--- config.mk ---
export PLATFORM = sky130hd
export DESIGN_NAME = key_debounce_flat
export DESIGN_NICKNAME = d
export VERILOG_FILES = /design/src/rtl/vga_key_pkg.sv /design/src/rtl/key_debounce_if.sv /design/src/rtl/key_debounce_sync_edge.sv /design/src/rtl/key_debounce.sv /design/src/flat_wrapper.sv
export SDC_FILE = /design/constraint.sdc
export NUM_CORES = 1
export LEC_CHECK = 0
export CAP_MARGIN = 0
export CORE_UTILIZATION = 61
export DETAILED_ROUTE_END_ITERATION = 12
export GPL_ROUTABILITY_DRIVEN = 0
export GPL_TIMING_DRIVEN = 0
export HOLD_SLACK_MARGIN = 0.15
export PLACE_DENSITY = 0.88
export SETUP_SLACK_MARGIN = 0.15
export SYNTH_ARGS = -nofsm -noshare
export SYNTH_HDL_FRONTEND = slang
export SYNTH_SLANG_ARGS = --single-unit
export TNS_END_PERCENT = 100
--- constraint.sdc ---
create_clock -name clk -period 2.75 [get_ports clk]
set_input_delay 0.825 -clock clk [delete_from_list [all_inputs] [get_ports clk]]
set_output_delay 0.825 -clock clk [all_outputs]
set_load 0.02 [all_outputs]
--- src/rtl/vga_key_pkg.sv ---
// Shared types and clock-derived defaults for the push-button conditioning path
// feeding the VGA display stage.
package vga_key_pkg;

    localparam int unsigned PIX_CLK_HZ  = 83_580_000;
    localparam int unsigned DEBOUNCE_MS = 20;

    localparam int unsigned DEF_DEBOUNCE_CYCLES = (PIX_CLK_HZ / 1000) * DEBOUNCE_MS;
    localparam int unsigned DEF_HOLD_CYCLES     = PIX_CLK_HZ;
    localparam int unsigned DEF_CNT_W           = 27;

    typedef enum logic [1:0] {
        IDLE         = 2'd0,
        PRESS_FILT   = 2'd1,
        DOWN         = 2'd2,
        RELEASE_FILT = 2'd3
    } kd_state_e;

endpackage

--- src/rtl/key_debounce_if.sv ---
// Button-side bundle: raw active-low key in, debounced events and level out.
interface key_debounce_if;

    logic key_n;
    logic flag;
    logic release_flag;
    logic long_flag;
    logic key_state;

    modport master (
        output key_n,
        input  flag,
        input  release_flag,
        input  long_flag,
        input  key_state
    );

    modport slave (
        input  key_n,
        output flag,
        output release_flag,
        output long_flag,
        output key_state
    );

endinterface

--- src/rtl/key_debounce_sync_edge.sv ---
// Two-flop synchronizer plus a delay flop for single-cycle fall/rise detection;
// reusable for any asynchronous button input.
module sync_edge #(
    parameter logic RST_VAL = 1'b1
) (
    input  logic clk,
    input  logic rst,
    input  logic async_i,
    output logic sync_o,
    output logic fall_o,
    output logic rise_o
);

    logic meta_q;
    logic key_s_q;
    logic key_d_q;

    always_ff @(posedge clk or posedge rst) begin
        if (rst) begin
            meta_q  <= RST_VAL;
            key_s_q <= RST_VAL;
            key_d_q <= RST_VAL;
        end else begin
            meta_q  <= async_i;
            key_s_q <= meta_q;
            key_d_q <= key_s_q;
        end
    end

    assign sync_o = key_s_q;
    assign fall_o = key_d_q & ~key_s_q;
    assign rise_o = ~key_d_q & key_s_q;

endmodule

--- src/rtl/key_debounce.sv ---
// Debounces an active-low push-button into press/release/long-press pulses and
// a clean pressed level, using one shared down-timer for all qualification.
module key_debounce
    import vga_key_pkg::*;
#(
    parameter int unsigned DEBOUNCE_CYCLES = DEF_DEBOUNCE_CYCLES,
    parameter int unsigned HOLD_CYCLES     = DEF_HOLD_CYCLES,
    parameter int unsigned CNT_W           = DEF_CNT_W
) (
    input  logic           clk,
    input  logic           rst,
    key_debounce_if.slave  kif
);

    localparam logic [CNT_W-1:0] DEB_LAST  = CNT_W'(DEBOUNCE_CYCLES - 1);
    localparam logic [CNT_W-1:0] HOLD_LAST = CNT_W'(HOLD_CYCLES - 1);
    localparam logic [CNT_W-1:0] HOLD_MAX  = CNT_W'(HOLD_CYCLES);

    logic key_s;
    logic fall;
    logic rise;

    sync_edge #(
        .RST_VAL (1'b1)
    ) u_sync_edge (
        .clk     (clk),
        .rst     (rst),
        .async_i (kif.key_n),
        .sync_o  (key_s),
        .fall_o  (fall),
        .rise_o  (rise)
    );

    kd_state_e        state_q;
    logic [CNT_W-1:0] timer_q;
    logic [CNT_W-1:0] timer_inc_d;
    logic [CNT_W-1:0] timer_sat_d;
    logic             long_done_q;
    logic             flag_q;
    logic             release_flag_q;
    logic             long_flag_q;
    logic             key_state_q;

    always_comb begin
        timer_inc_d = timer_q + CNT_W'(1);
        timer_sat_d = (timer_q == HOLD_MAX) ? timer_q : timer_inc_d;
    end

    always_ff @(posedge clk or posedge rst) begin
        if (rst) begin
            state_q        <= IDLE;
            timer_q        <= '0;
            long_done_q    <= 1'b0;
            flag_q         <= 1'b0;
            release_flag_q <= 1'b0;
            long_flag_q    <= 1'b0;
            key_state_q    <= 1'b0;
        end else begin
            flag_q         <= 1'b0;
            release_flag_q <= 1'b0;
            long_flag_q    <= 1'b0;

            case (state_q)
                IDLE: begin
                    if (fall) begin
                        state_q <= PRESS_FILT;
                        timer_q <= '0;
                    end
                end

                // An edge on the terminal cycle wins over qualification.
                PRESS_FILT: begin
                    if (rise) begin
                        state_q     <= IDLE;
                        timer_q     <= '0;
                        long_done_q <= 1'b0;
                    end else if (timer_q == DEB_LAST) begin
                        timer_q <= '0;
                        if (!key_s) begin
                            state_q     <= DOWN;
                            flag_q      <= 1'b1;
                            key_state_q <= 1'b1;
                        end else begin
                            state_q     <= IDLE;
                            long_done_q <= 1'b0;
                        end
                    end else begin
                        timer_q <= timer_inc_d;
                    end
                end

                DOWN: begin
                    if (rise) begin
                        state_q <= RELEASE_FILT;
                        timer_q <= '0;
                    end else begin
                        timer_q <= timer_sat_d;
                        if (timer_q == HOLD_LAST && !long_done_q) begin
                            long_flag_q <= 1'b1;
                            long_done_q <= 1'b1;
                        end
                    end
                end

                // A bounce back to DOWN keeps counting from the release-filter
                // value rather than restoring the hold time.
                RELEASE_FILT: begin
                    if (fall) begin
                        state_q <= DOWN;
                        timer_q <= timer_inc_d;
                    end else if (timer_q == DEB_LAST) begin
                        timer_q <= '0;
                        if (key_s) begin
                            state_q        <= IDLE;
                            release_flag_q <= 1'b1;
                            key_state_q    <= 1'b0;
                            long_done_q    <= 1'b0;
                        end else begin
                            state_q <= DOWN;
                        end
                    end else begin
                        timer_q <= timer_inc_d;
                    end
                end

                default: begin
                    state_q     <= IDLE;
                    timer_q     <= '0;
                    long_done_q <= 1'b0;
                    key_state_q <= 1'b0;
                end
            endcase
        end
    end

    assign kif.flag         = flag_q;
    assign kif.release_flag = release_flag_q;
    assign kif.long_flag    = long_flag_q;
    assign kif.key_state    = key_state_q;

endmodule

--- src/flat_wrapper.sv ---
// flat-port wrapper written by rule: the top's interface ports become plain ports
module key_debounce_flat import vga_key_pkg::*;
#(
    parameter int unsigned DEBOUNCE_CYCLES = DEF_DEBOUNCE_CYCLES,
    parameter int unsigned HOLD_CYCLES     = DEF_HOLD_CYCLES,
    parameter int unsigned CNT_W           = DEF_CNT_W
)
  (clk, rst, kif_key_n, kif_flag, kif_release_flag, kif_long_flag, kif_key_state);
  key_debounce_if kif_i ();
  input  logic clk;
  input  logic rst;
  input wire logic [$bits(kif_i.key_n)-1:0] kif_key_n;
  output wire logic [$bits(kif_i.flag)-1:0] kif_flag;
  output wire logic [$bits(kif_i.release_flag)-1:0] kif_release_flag;
  output wire logic [$bits(kif_i.long_flag)-1:0] kif_long_flag;
  output wire logic [$bits(kif_i.key_state)-1:0] kif_key_state;
  assign kif_i.key_n = kif_key_n;
  assign kif_flag = kif_i.flag;
  assign kif_release_flag = kif_i.release_flag;
  assign kif_long_flag = kif_i.long_flag;
  assign kif_key_state = kif_i.key_state;
  key_debounce #(.DEBOUNCE_CYCLES(DEBOUNCE_CYCLES), .HOLD_CYCLES(HOLD_CYCLES), .CNT_W(CNT_W)) u_core (.clk(clk), .rst(rst), .kif(kif_i));
endmodule
Word level (Yosys, flattened, before mapping)
Index checks and enable logic that the tools add are counted.
{"block": "word_totals", "regBits": 37, "latch_bits": 0, "mem_bits_rw": 0, "rom_bits": 0, "inputBits": 3, "elab_cells": 80, "n_memories": 0}
{"block": "classes", "addsub": 1, "n_mul": 0, "div": 0, "order_cmp": 0, "eq_ne": 17, "shifts": 0, "n_mux": 39, "bitwise_logic": 4, "n_reduce_logical": 9}
{"op": "$mux W27", "count": 6}
{"op": "$pmux W27 S4", "count": 1}
{"op": "$eq A27 B27 Y1 const B", "count": 2}
{"op": "$add A27 B1 Y27 const B", "count": 1}
{"op": "$eq A27 B21 Y1 const B", "count": 1}
{"op": "$mux W1", "count": 23}
{"op": "$mux W2", "count": 6}
{"op": "$ne A2 B1 Y1 const B", "count": 5}
{"op": "$ne A2 B2 Y1 const B", "count": 5}
{"op": "$pmux W2 S4", "count": 1}
{"op": "$reduce_and A7 Y1", "count": 1}
{"op": "$eq A2 B2 Y1 const B", "count": 2}
{"op": "$reduce_and A2 Y1", "count": 2}
{"op": "$reduce_and A4 Y1", "count": 1}
{"op": "$ne A3 B2 Y1 const B", "count": 1}
{"op": "$pmux W1 S3", "count": 1}
{"op": "$reduce_bool A3 Y1", "count": 1}
{"op": "$and A1 B1 Y1", "count": 2}
{"op": "$eq A2 B1 Y1 const B", "count": 1}
{"op": "$logic_not A2 Y1", "count": 1}
{"op": "$not A1 Y1", "count": 2}
{"op": "$pmux W1 S2", "count": 1}
{"op": "$reduce_bool A2 Y1", "count": 1}
{"op": "$logic_and A1 B1 Y1", "count": 1}
{"op": "$logic_not A1 Y1", "count": 1}

Logic depth before layout (Yosys ltp)
{"block": "depth", "word_depth": 5, "ltp_mapped": 8, "ltp_nobuf": 6}

Hierarchy
Synthesis repeated with hierarchy kept, for this count alone.
{"block": "hier_totals", "hier_cells": 239, "hier_area_um2": 2172.1}
{"module": "key_debounce", "n_inst": 1, "cells_each": 233, "area_each_um2": 2074.5, "seq_area_each_um2": 850.8}
{"module": "sync_edge", "n_inst": 1, "cells_each": 6, "area_each_um2": 97.6, "seq_area_each_um2": 78.8}

Worst setup path after synthesis
OpenSTA, ideal clock, no wires.
{"block": "synth_path", "kind": "reg2reg", "from": "register u_core.timer_q[11]", "to": "register u_core.timer_q[4]", "setup_time_ns": 0.130, "arrival_time_ns": 2.027, "t_required_ns": 2.620, "slack_ns": 0.593, "stages_incl_launch_ff": 8, "n_path_buf": 2, "synth_period_minus_slack_ns": 2.157, "cell_sequence": "dfrtp_1 -> or4b_4 -> nor4_4 -> nand3_2 -> buf_6 -> buf_6 -> a41oi_1 -> o31ai_1"}
{"block": "synth_via", "elab_chain_cells": 4}
{"element": "start, declared", "line": "key_debounce.sv:35", "text": "logic [CNT_W-1:0] timer_q;"}
{"element": "start signal, assigned", "line": "key_debounce.sv:88", "text": "timer_q <= timer_inc_d;"}
{"element": "start signal, assigned", "line": "key_debounce.sv:97", "text": "timer_q <= timer_sat_d;"}
{"element": "start signal, assigned", "line": "key_debounce.sv:110", "text": "timer_q <= timer_inc_d;"}
{"element": "$eq A27 B21 Y1", "line": "key_debounce.sv:77, key_debounce.sv:111"}
{"element": "$mux W27", "line": "key_debounce.sv:77, key_debounce.sv:111"}
{"element": "$mux W27 (on tied branches)", "line": "key_debounce.sv:108, key_debounce.sv:73"}
{"element": "$pmux W27 S4", "line": "key_debounce.sv:63", "text": "case (state_q)"}
Parallel ways exist; a longest one is shown, timed or not.
A chain may end at the register's enable or synchronous reset.

Worst setup path after layout
{"block": "layout_path", "from": "register u_core.timer_q[5]", "to": "register u_core.timer_q[26]"}
{"block": "layout_via", "elab_chain_cells": 4}
{"element": "$add A27 B1 Y27 or $eq A27 B21 Y1 (tied branches)", "line": "key_debounce.sv:45, key_debounce.sv:77, key_debounce.sv:111"}
{"element": "$mux W27 (on tied branches)", "line": "key_debounce.sv:77, key_debounce.sv:111, key_debounce.sv:46"}
{"element": "$mux W27 (on tied branches)", "line": "key_debounce.sv:108, key_debounce.sv:73, key_debounce.sv:93"}
{"element": "$pmux W27 S4", "line": "key_debounce.sv:63"}
Parallel ways exist; a longest one is shown, timed or not. The select of a mux whose other input is x is not followed.

==> reports/qor.yml <==
sta:
  slew_viol_final: 0
  hold_ws_ps: 353
  min_period_ps: 2530
  rsz0062_at_grt: "false"
  max_freq_mhz: 395
  setup_viol: 0
  worstMarginPinSlew_ps: 953
  hold_violations: 0
  skew_ps: 6.66
  period_share: 0.920
  relSlewSlack: 0.364
  tns_ps: 0
floorplanning:
  die_x_um: 64.2
  num_rows: 22
  initial_core_util: 0.639
  die_area_um2: 4120
  design.core.area_um2: 3690
  boundaryPins: 7
  die_h_um: 64.2
clock_tree:
  cts_tree: "done"
  cts_buffers: 5
  clk_latency_ps: 300
  clk_pin_slew_ps: 70
  ctsHoldBuffers: 0
  clockBufferDepth: 2
  cts_resized: 0
  cts_sinks: 37
  htree_num_levels: 2
  clock_tree.root_cell: "clkbuf_8"
  post_cts_buffers: 0
worst_setup_path:
  crit_fanout: 10
  start_kind: "flip-flop"
  crit_type: "reg -> reg"
  rrSetupSlack_ps: 220
  required_ps: 2960
  critPathArrivalTime_ps: 2740
  reg2reg_depth: 7
  max_stage_delay_ps: 560
  slowest_stage: "nor4_1"
  cp-end-kind: "flip-flop"
  r2r-start: "u_core.timer_q[5]$_DFFE_PP0P_"
  cp_cell_sequence: "clkbuf_1, nand4_1, nor4_1, clkbuf_1, and2_1, nand4_1, mux2i_1"
  r2r_end: "u_core.timer_q[26]$_DFFE_PP0P_"
routing:
  drt-total-wl_um: 6290
  drc_errors: 0
  avgViaCountPerCell: 7.10
  first_iter_violations: 329
  firstDrtPassIters: 6
  wire_per_inst_um: 19.2
  antenna_left: 0
  num_vias: 2321
power:
  ir_worst_vdd_v: 0.000297
  p_leak_nw: 1.02
  power_density_nw_per_um2: 458
finish:
  drive_gt1_frac: 0.111
  nFillCells: 285
  antenna_cells: 0
  fin_util: 0.704
  nNetsFinal: 283
  syn_to_final_growth_pct: 10.1
global_routing:
  antenna_found_initial: 0
  grt.total_usage: 0.320
  gr-total-overflow: 0
  grt_pass1_vias: 2103
  grt_pass1_wl_um: 9940
  grt_max_degree: 22
synth:
  synth_top_area_frac: 0.361
  synth.area.top_cells: "dfrtp_1 (36%), nand3_1 (5.5%), nand2_1 (3.5%)"
  synth_commonest_cells: "dfrtp_1 (34), nand3_1 (26), nand2_1 (22)"
  synthXorXnorAreaFrac: 0.00372
  synth_top_family_by_area: "simple AND/OR/NAND/NOR gates"
  synth-edff-count: 0
  synth_cell_types: 55
  synth_most_common_cell: "dfrtp_1"
  synthCells: 264
  synth_top_area_cell: "dfrtp_1"
  yosys.area_share.simple: 0.348
  synth_flop_cell: "dfrtp_1"
  ys_seq_area_frac: 0.394
  syn_nets: 269
  synthArstFlopShare: 1.00
  synth_adder_area_share: 0.0149
  ys_warn_count: 0
  synth_seq_cells: 37
  synth_area_per_cell_um2: 8.93
  synth_compound_area_frac: 0.155
  synthMuxAreaShare: 0.0170
  syn_area_um2: 2360
worst_hold_path:
  holdPathStages: 0
  hold_path_end: "u_core.u_sync_edge.sync_o$_DFF_PP1_"
  hp-class: "reg -> reg"
  hold_start: "u_core.u_sync_edge.meta_q$_DFF_PP1_"
place:
  io_buffers: 6
  hpwlAfterDp_um: 4340
outcome:
  status: "finished, final reports clean"
flow_run:
  cap_violations: 0
-- report_power, final --
part / internal [mW] / switching, mW / leakage, nW / total, mW
Combinational: 0.0652 / 0.138 / 0.469 / 0.203
Sequential: 0.566 / 0.0242 / 0.502 / 0.590
Clock: 0.204 / 0.191 / 0.0455 / 0.396
-- metal layers --
metal | vias to the layer above | wire length (um) | track usage
met5 | - | 0 | 0
met4 | 0 | 189 | 0.153
met3 | 28 | 623 | 0.0571
met2 | 157 | 2870 | 0.497
met1 | 1107 | 2610 | 0.431
li1 | 1029 | - | -
-- registers in the layout (all words and copies together), names as in the netlist --
name                        cells
u_core.u_sync_edge.key_d_q      1
u_core.kif.release_flag         1
u_core.timer_q                 27
u_core.u_sync_edge.sync_o       1
u_core.kif.key_state            1
u_core.long_done_q              1
u_core.kif.flag                 1
u_core.state_q                  2
u_core.u_sync_edge.meta_q       1
u_core.kif.long_flag            1
-- placed cells by master, fill, tap and decap left out, drive strengths merged, types with 4 or more instances in the layout --
master         netlist  routed
a21oi                4       4
a311oi               5       5
a31oi               12      12
and3                 4       4
and4                 4       4
buf                  7       8
clkbuf              11      19
clkdlybuf4s50        0       6
dfrtp               34      34
inv                 16      16
mux2i                4       4
nand2               22      22
nand3               28      28
nand3b               5       5
nand4               13      13
nor2                11      11
nor3                 6       6
nor4                 6       6
o21ai               18      18
or3                  4       4
or4b                 6       6
-- metrics by stage --
step | setup WS (ps) | total power [mW] | std cells | instance area, um^2
final | 220 | 1.19 | 327 | 2590
after global routing | 160 | 1.23 | 327 | 2590
after CTS | 301 | 1.18 | 327 | 2590
after detailed placement | 325 | 0.796 | 319 | 2500
after global placement | 282 | 0.783 | 318 | 2480
after floorplan | 593 | 0.733 | 264 | 2360
-- worst max path at each step --
stage	startpoint	to	slack, ps	cells after the start
2_1_floorplan	u_core.timer_q[11]$_DFFE_PP0P_	u_core.timer_q[4]$_DFFE_PP0P_	590	7
3_3_place_gp	rst	u_core.timer_q[17]$_DFFE_PP0P_	280	2
4_1_cts	u_core.timer_q[5]$_DFFE_PP0P_	u_core.timer_q[26]$_DFFE_PP0P_	300	7
6_report	u_core.timer_q[5]$_DFFE_PP0P_	u_core.timer_q[26]$_DFFE_PP0P_	220	7
3_5_place_dp	u_core.timer_q[5]$_DFFE_PP0P_	u_core.timer_q[26]$_DFFE_PP0P_	320	7
5_1_grt	u_core.timer_q[5]$_DFFE_PP0P_	u_core.timer_q[26]$_DFFE_PP0P_	160	7
-- worst max-delay path, delay by kind of cell, from the launching register on --
family        cells  cell delay [ps]
mux               1              190
buf+inv           2              740
flops             1              370
simple gates      4             1140
-- kinds of logic after synthesis --
kind of cell / Yosys count
AOI/OAI and AO/OA: 56
xor gates and xnor gates: 1
adders and majority gates: 3
buffers and inverters: 34
DFF: 37
muxes: 4
and+or+nand+nor: 129
-- area by class of cell --
class | instances | area (um^2) | share of cell area
Clock buffer | 8 | 90.1 | 0.0347
Tap cell | 48 | 60.1 | 0.0231
Inverter | 16 | 60.1 | 0.0231
Buffer | 18 | 98.8 | 0.0381
Sequential cell | 37 | 930 | 0.358
Multi-Input combinational cell | 193 | 1270 | 0.489
Timing Repair Buffer | 7 | 87.6 | 0.0338
No activity file was read; power rests on OpenSTA's default activity.
